===== src/rtl/noc_pkg.sv =====
// Shared router definitions: flit types, port indices, widths and allocator state encoding.
package noc_pkg;
  localparam int NREQ       = 5;
  localparam int LEN_W      = 12;
  localparam int DATA_WIDTH = 32;

  localparam logic [2:0] FLIT_HEADER = 3'b001;
  localparam logic [2:0] FLIT_BODY   = 3'b010;
  localparam logic [2:0] FLIT_TAIL   = 3'b100;

  localparam int P_L = 0;
  localparam int P_N = 1;
  localparam int P_E = 2;
  localparam int P_W = 3;
  localparam int P_S = 4;

  typedef enum logic {
    ST_IDLE   = 1'b0,
    ST_LOCKED = 1'b1
  } state_t;
endpackage


===== src/rtl/rr_pick.sv =====
// Combinational rotate-priority picker: first set bit of elig scanning from ptr+1 upward, wrapping.
// Zero latency; no backpressure (pure function of its inputs).
module rr_pick #(
  parameter int NREQ  = 5,
  parameter int PTR_W = 3
) (
  input  logic [NREQ-1:0]  elig,
  input  logic [PTR_W-1:0] ptr,
  output logic [NREQ-1:0]  win,
  output logic             vld
);
  logic [PTR_W-1:0] idx;

  always_comb begin
    win = '0;
    vld = 1'b0;
    idx = '0;
    for (int k = 1; k <= NREQ; k++) begin
      idx = PTR_W'((int'(ptr) + k) % NREQ);
      if (!vld && elig[idx]) begin
        win[idx] = 1'b1;
        vld      = 1'b1;
      end
    end
  end
endmodule


===== src/rtl/output_port_allocator.sv =====
// Wormhole allocator for one output port: round-robin on headers, path locked for the whole packet.
// Grant is combinational in the cycle dcts and the owner's req are both high; either low stalls the packet.
module output_port_allocator #(
  parameter int NREQ  = noc_pkg::NREQ,
  parameter int LEN_W = noc_pkg::LEN_W
) (
  input  logic                  clk,
  input  logic                  rst,
  input  logic [NREQ-1:0]       req,
  input  logic [3*NREQ-1:0]     flit_id,
  input  logic [LEN_W*NREQ-1:0] length,
  input  logic                  dcts,
  output logic [NREQ-1:0]       grant,
  output logic [NREQ-1:0]       sel,
  output logic                  busy,
  output logic                  err
);
  import noc_pkg::*;

  localparam int PTR_W = (NREQ > 1) ? $clog2(NREQ) : 1;

  state_t           state, state_nxt;
  logic [PTR_W-1:0] owner;
  logic [PTR_W-1:0] ptr;
  logic [LEN_W-1:0] remaining;
  logic             long_pkt;

  logic [NREQ-1:0]  elig;
  logic [NREQ-1:0]  win;
  logic             win_vld;
  logic [PTR_W-1:0] win_idx;
  logic [LEN_W-1:0] win_len;
  logic [2:0]       own_flit;
  logic             xfer;
  logic             last_xfer;

  always_comb begin
    elig = '0;
    for (int i = 0; i < NREQ; i++) begin
      elig[i] = req[i] && (flit_id[3*i +: 3] == FLIT_HEADER);
    end
  end

  rr_pick #(
    .NREQ (NREQ),
    .PTR_W(PTR_W)
  ) u_pick (
    .elig(elig),
    .ptr (ptr),
    .win (win),
    .vld (win_vld)
  );

  always_comb begin
    win_idx = '0;
    for (int i = 0; i < NREQ; i++) begin
      if (win[i]) win_idx = PTR_W'(i);
    end
  end

  assign win_len  = length[LEN_W*win_idx +: LEN_W];
  assign own_flit = flit_id[3*owner +: 3];

  // Reset gates the grant combinationally so a mid-packet reset never pops a FIFO.
  assign xfer      = rst && (state == ST_LOCKED) && dcts && req[owner];
  assign last_xfer = xfer && (remaining == LEN_W'(1));
  assign grant     = xfer ? sel : '0;
  assign busy      = (state == ST_LOCKED);

  always_comb begin
    state_nxt = state;
    case (state)
      ST_IDLE:   if (win_vld)   state_nxt = ST_LOCKED;
      ST_LOCKED: if (last_xfer) state_nxt = ST_IDLE;
      default:                  state_nxt = ST_IDLE;
    endcase
  end

  always_ff @(posedge clk) begin
    if (!rst) begin
      state     <= ST_IDLE;
      sel       <= '0;
      owner     <= '0;
      ptr       <= PTR_W'(NREQ - 1);
      remaining <= '0;
      long_pkt  <= 1'b0;
      err       <= 1'b0;
    end else begin
      state <= state_nxt;
      if (state == ST_IDLE && win_vld) begin
        sel      <= win;
        owner    <= win_idx;
        long_pkt <= (win_len > LEN_W'(1));
        if (win_len == '0) begin
          remaining <= LEN_W'(1);
          err       <= 1'b1;
        end else begin
          remaining <= win_len;
        end
      end else if (xfer) begin
        // Length field is authoritative; flit-type mismatches are only flagged.
        if (own_flit == FLIT_TAIL && remaining > LEN_W'(1)) err <= 1'b1;
        if (own_flit != FLIT_TAIL && remaining == LEN_W'(1) && long_pkt) err <= 1'b1;
        remaining <= remaining - LEN_W'(1);
        if (last_xfer) begin
          sel <= '0;
          ptr <= owner;
        end
      end
    end
  end
endmodule


===== config.mk =====
export PLATFORM = sky130hd
export DESIGN_NAME = output_port_allocator
export DESIGN_NICKNAME = d
export VERILOG_FILES = /design/src/rtl/noc_pkg.sv /design/src/rtl/rr_pick.sv /design/src/rtl/output_port_allocator.sv
export SDC_FILE = /design/constraint.sdc
export NUM_CORES = 1
export LEC_CHECK = 0
export CAP_MARGIN = 10
export CORE_AREA = 10 10 127 100
export CTS_CLUSTER_SIZE = 8
export DETAILED_ROUTE_END_ITERATION = 8
export DIE_AREA = 0 0 137 110
export PLACE_DENSITY = 0.66
export SLEW_MARGIN = 10
export SYNTH_ARGS = -nofsm -noshare
export SYNTH_HDL_FRONTEND = slang
export SYNTH_SLANG_ARGS = --single-unit

===== constraint.sdc =====
create_clock -name clk -period 7.2 [get_ports clk]
set_clock_uncertainty 0.1 [all_clocks]
set_input_delay 0.72 -clock clk [delete_from_list [all_inputs] [get_ports clk]]
set_output_delay 0.72 -clock clk [all_outputs]
set_load 0.005 [all_outputs]

# ---- Word level (Yosys, flattened, before mapping)
# Cells that the tools add are included.
# Widths: inputs -> output; s select.
dict set report op_classes {
  bitwise_logic 6
  shifts 2
  mux 51
  magnitude_cmp 13
  addsub 6
  n_reduce_logical 33
  eq_ne 9
  n_div 5
  multipliers 2
}
# op n
set op_table {}
lappend op_table {{$mod 32x4->32 const B} 5}
lappend op_table {{$shiftx 60x8->12} 1}
lappend op_table {{$mux 5} 9}
lappend op_table {{$mux 12} 3}
lappend op_table {{$gt 12x1->1 const B} 2}
lappend op_table {{$lt 3x4->1 const B} 6}
lappend op_table {{$mux 1} 24}
lappend op_table {{$logic_and 1x1->1} 22}
lappend op_table {{$or 5x5->5} 4}
lappend op_table {{$bmux 1 s3} 6}
lappend op_table {{$demux 1 s3} 5}
lappend op_table {{$eq 3x1->1 const B} 5}
lappend op_table {{$ge 3x1->1 const B} 5}
lappend op_table {{$shiftx 15x6->3} 1}
lappend op_table {{$eq 12x1->1 const B} 1}
lappend op_table {{$logic_not 12->1} 1}
lappend op_table {{$sub 12x1->12 const B} 1}
lappend op_table {{$mul 2x3->5 const A} 2}
lappend op_table {{$mux 3} 3}
lappend op_table {{$add 3x2->4 const B} 2}
lappend op_table {{$add 3x3->4 const B} 2}
lappend op_table {{$reduce_and 3->1} 2}
lappend op_table {{$add 3x1->4 const B} 1}
lappend op_table {{$logic_not 1->1} 4}
lappend op_table {{other kinds (8)} 10}
dict set report totals {
  register_bits 26
  wordCells 134
}

# ---- Depth between registers and ports, before layout
dict set report logic_depth {
  ltp_word 26
  ltp_mapped 27
  mapped_depth_nobuf 22
}

# ---- Cells and area by module
# A second synthesis with hierarchy kept.
dict set report unflattened {
  cells_unflattened 560
  hier_area_um2 3988.8
}
# mod area_each_um2 instances cells_per_inst seq_area_each_um2
set modules_own_cells {}
lappend modules_own_cells {rr_pick 2031.9 1 288 0.0}
lappend modules_own_cells {output_port_allocator 1956.9 1 272 520.5}

# ---- Worst setup path before layout
# OpenSTA, ideal clock, no wires.
dict set report synth_timing {
  kind {reg2reg}
  from {register ptr[0]}
  to {register remaining[0]}
  setup_time_ns 0.087
  t_required_ns 7.013
  synth_period_minus_slack_ns 5.798
  slack_ns 1.402
  stages_incl_launch_ff 24
  arrival_time_ns 5.611
  n_path_buf 4
  cell_sequence {dfxtp_1 > clkbuf_1 > inv_2 > buf_1 > ha_1 > clkbuf_1 > o31ai_1 > xnor2_1 > ha_1 > nand2b_1 > a21oi_1 > mux2i_1 > mux2i_1 > o22ai_1 > or3b_1 > or3_1 > buf_6 > o21a_4 > mux2_4 > a222oi_1 > mux2_2 > and4bb_1 > nand4_1 > a221oi_2}
}
dict set report synth_via {
  elab_chain_cells 26
}
# item line
set synth_lines {}
lappend synth_lines {{start: declaration} output_port_allocator.sv:24} ;# logic [PTR_W-1:0] ptr;
lappend synth_lines {{start signal: assignment} output_port_allocator.sv:84} ;# ptr <= PTR_W'(NREQ - 1);
lappend synth_lines {{start signal: assignment} output_port_allocator.sv:107} ;# ptr <= owner;
lappend synth_lines {{parallel branches: the longest is 26 deep, another holds $mod 32x4->32} -}
lappend synth_lines {{end signal: assignment} output_port_allocator.sv:98} ;# remaining <= win_len;
lappend synth_lines {{end signal: assignment} output_port_allocator.sv:104} ;# remaining <= remaining - LEN_W'(1);
lappend synth_lines {{end: declaration} output_port_allocator.sv:25} ;# logic [LEN_W-1:0] remaining;
# Several ways; the timed one is not identified. The select of a mux whose other input is x is not followed.
# A chain may end at the register's enable or synchronous reset.

# ---- Final worst setup path
dict set report layout_timing {
  from {register ptr[2]}
  to {register remaining[0]}
}
# Same word-level chain as after synthesis.

==> reports/metrics.cfg <==
[pwr]
comb_power_share_pct = 35.0
vdd.ir_drop.worst_mv = 0.0904
sw_frac_of_total_pct = 30.5
part_of_the_total_power_dissipated_in_sequential_elements_pct = 37.1
power.share.clock_pct = 27.9
static-leakage-power_nw = 1.95
power_dens_cells_mw_per_mm2 = 88.4
net_switching_w = 0.000139
power_report.internal_total_w = 0.000315

[synth]
asyncSetResetFlopFracSynth_pct = 0
post_synthesis_cell_type_with_the_largest_combined_area = sky130_fd_sc_hd__dfxtp_1
synth_top_cells_by_count = sky130_fd_sc_hd__nor2_1 (42), sky130_fd_sc_hd__a21oi_1 (41), sky130_fd_sc_hd__nand2_1 (38)
avgSynthCellArea_sq_um = 7.50
synth.lib_cells_used.distinct = 88
postSynthCellCount = 538
synthesis.yosys.warnings = 0
synth.top_cells.by_area = sky130_fd_sc_hd__dfxtp_1 (13%), sky130_fd_sc_hd__ha_1 (8.7%), sky130_fd_sc_hd__mux2i_1 (5.2%), sky130_fd_sc_hd__a21oi_1 (5.1%), sky130_fd_sc_hd__xnor2_1 (4.3%)
synth_top_area_share_pct = 12.9
synth.net_count = 649
post_synth_instance_area_sq_mm = 0.00404
synth.yosys.seq_area_share_pct = 12.9
yosys.cell_count.top_type = sky130_fd_sc_hd__nor2_1
number_of_synthesized_register_bits = 26
ys.flop_type = sky130_fd_sc_hd__dfxtp_1
synth_edf_count = 0

[floorplan]
ioPinCount = 95
initial_core_util_pct = 39.7
die_footprint_sq_mm = 0.0151
die_w_um = 137
floorplan.die.height_um = 110
floorplan_row_count = 32
placeableCoreArea_sq_mm = 0.0102

[sta]
period_minus_slack_ns = 6.60
report.final.hold_viol_count = 0
max-slew-margin-rel_pct = 35.4
tns_ns = 0
timing_worst_slew_pin_value_ns = 0.968
post_route_setup_slack_ns = 0.602
grt_setup_unrepaired = false
slew_viol_final = 0
fin_crit_sh_pct = 91.6
timing.fmax_ghz = 0.152
setup_viol = 0

[hold_path]
worst_hold_startpoint = sel[4]
whs_endpoint = sel[4]
worst_min_delay_path_category = reg -> reg
whs_path_depth = 2

[final_layout]
final_layout_size_suffix_gt1_share_pct = 5.89
finish.utilization_pct = 50.5
finalNonFillerCells = 747
nNetsFinal = 724
layout-area-overhead-vs-synth_pct = 27.2
final_design_area_no_fill_sq_mm = 0.00513
antenna-diode-count = 0
final.fill_count = 982

[detailed_routing]
drt.antenna.violating_nets = 0
drt_pre_antenna_iters = 5
detail_route.iter0.violations = 441
avgRoutedWirePerCell_um = 18.9
drcViolationCount = 0
route.vias.total = 4534
route.detailed.vias_per_inst = 6.07
route.final.wire_length_um = 14100

[clock_tree]
clock_latency_ns = 0.26
htreeDepth = 1
cts-root-buf = sky130_fd_sc_hd__clkbuf_16
clockBufferDepth = 2
ctsHoldBuffers = 0
numCtsBuffers = 3
cts_tree = built
tritoncts_num_sinks = 26
clock_transition_at_path_regs_ns = 0.07

[critical_path]
critical_path.cell_chain = inv_1 -> ha_1 -> o31ai_1 -> xnor2_1 -> ha_1 -> nand2b_1 -> a21oi_1 -> mux2i_1 -> mux2i_1 -> o22ai_1 -> or3b_1 -> or3_1 -> o21ai_1 -> o21bai_1 -> a221oi_1 -> a22o_1 -> nor4_1 -> nand4_1 -> a221oi_2
worst-endpoint-required_ns = 7.27
setup.worst_path.end_class = flip-flop
slowest_stage = sky130_fd_sc_hd__dfxtp_2
cp.arrival_ns = 6.67
r2r_start = ptr[2]
r2r.worst_path.cells = 19
reg2reg_setup_slack_ns = 0.60
crit_path_start_kind = flip-flop
cp_max_fo = 19
critical_path_class = reg -> reg
crit_path_max_incr_delay_ns = 0.65
worst_r2r_endpoint = remaining[0]

[placement]
place.gp.congestion = 0.943
detailedPlacementHpwl_um = 11300
place_inst = 744
detailed_place.area_sq_mm = 0.00506
place.port_buffers = 94
placement.setup.worst_slack_ns = 0.445

[job]
maxCapViolations = 0

[grt]
global_route.usage.total_pct = 17.3
grt_pass1_wl_um = 22000
grt_pass1_vias = 4199
pin_count_of_the_biggest_net_entering_global_routing = 36
grt_overflow_total = 0
grt_antenna_before_repair = 0

[run_status]
status = completed

## worst max-delay path by stage
stage,end,start,slack (ns),cells past startpoint
floorplan,remaining[0],ptr[0],1.40,23
global placement,err,ptr[2],0.52,19
detailed placement,remaining[0],ptr[2],0.45,19
CTS,remaining[0],ptr[2],0.38,19
global route,remaining[0],ptr[1],0.18,22
finish,remaining[0],ptr[2],0.60,19
## per-stage QoR
stage | hold WS [ns] | power (W)
2_1_floorplan | 0.373 | 0.000253
3_3_place_gp | 0.370 | 0.000326
3_5_place_dp | 0.377 | 0.000328
4_1_cts | 0.387 | 0.000451
5_1_grt | 0.398 | 0.000472
6_report | 0.385 | 0.000454
## layer usage
layer	vias to the layer above	part of all wire, %	track usage [%]
li1	2202	-	-
met1	2161	48	24.7
met2	161	45	27.2
met3	10	6.9	3.44
met4	0	0.51	1.80
met5	-	0	0
## area by class of cell
type                            instances  area (sq um)  area share (%)
Tap cell                              136           170            3.32
Inverter                               29           109            2.12
Multi-Input combinational cell        450          3250            63.3
Sequential cell                        26           522            10.2
Clock buffer                            3          75.1            1.46
Timing Repair Buffer                  103          1010            19.6
## logic make-up (layout without fill, tap and decap cells)
logic type | count (synthesis) | count (layout) | share of synthesized area [%]
adder cells (fa/ha/maj) | 28 | 28 | 8.68
multiplexers | 27 | 27 | 7.35
AND/OR/NAND/NOR | 201 | 201 | 28.2
XOR/XNOR | 25 | 25 | 5.89
AO/OA/AOI/OAI | 169 | 169 | 30.2
buffers and inverters | 62 | 135 | 6.70
flip-flops | 26 | 26 | 12.9
## cell usage in the layout, fill, tap and decap left out, types with 12 or more instances in the layout
master	instances
sky130_fd_sc_hd__a211oi_1	15
sky130_fd_sc_hd__a21oi_1	41
sky130_fd_sc_hd__clkdlybuf4s50_1	94
sky130_fd_sc_hd__dfxtp_1	25
sky130_fd_sc_hd__ha_1	28
sky130_fd_sc_hd__inv_1	26
sky130_fd_sc_hd__mux2i_1	21
sky130_fd_sc_hd__nand2_1	38
sky130_fd_sc_hd__nand2b_1	12
sky130_fd_sc_hd__nand3_1	13
sky130_fd_sc_hd__nor2_1	42
sky130_fd_sc_hd__nor3_1	13
sky130_fd_sc_hd__o21ai_0	26
sky130_fd_sc_hd__xnor2_1	20
## worst max-delay path, delay by kind of cell (launching register included)
kind | cells | cell delay (ns)
AOI/OAI and AO/OA | 8 | 2.19
xor gates and xnor gates | 1 | 0.19
buffers and inverters | 1 | 0.19
and+or+nand+nor | 5 | 1.60
muxes | 2 | 0.83
adders and majority gates | 2 | 0.75
DFF | 1 | 0.65
## flip-flops by register name, indices dropped and copies added (netlist names)
name,flops
sel,5
long_pkt,1
ptr,3
busy,1
owner,3
err,1
remaining,12
## power by group through the flow
stage | Sequential (W) | Combinational [W] | Clock [W]
floorplan | 0.000168 | 0.0000852 | 0
global placement | 0.000170 | 0.000155 | 0
detailed placement | 0.000171 | 0.000157 | 0
CTS | 0.000168 | 0.000158 | 0.000126
global route | 0.000170 | 0.000173 | 0.000130
finish | 0.000168 | 0.000159 | 0.000127
## timing repair
action	CTS	global route
endpoints found under the hold margin	0	0
setup endpoints to repair	0	3
setup buffers	0	0
gates resized for setup	0	1
Power figures use the tool's default switching activity.
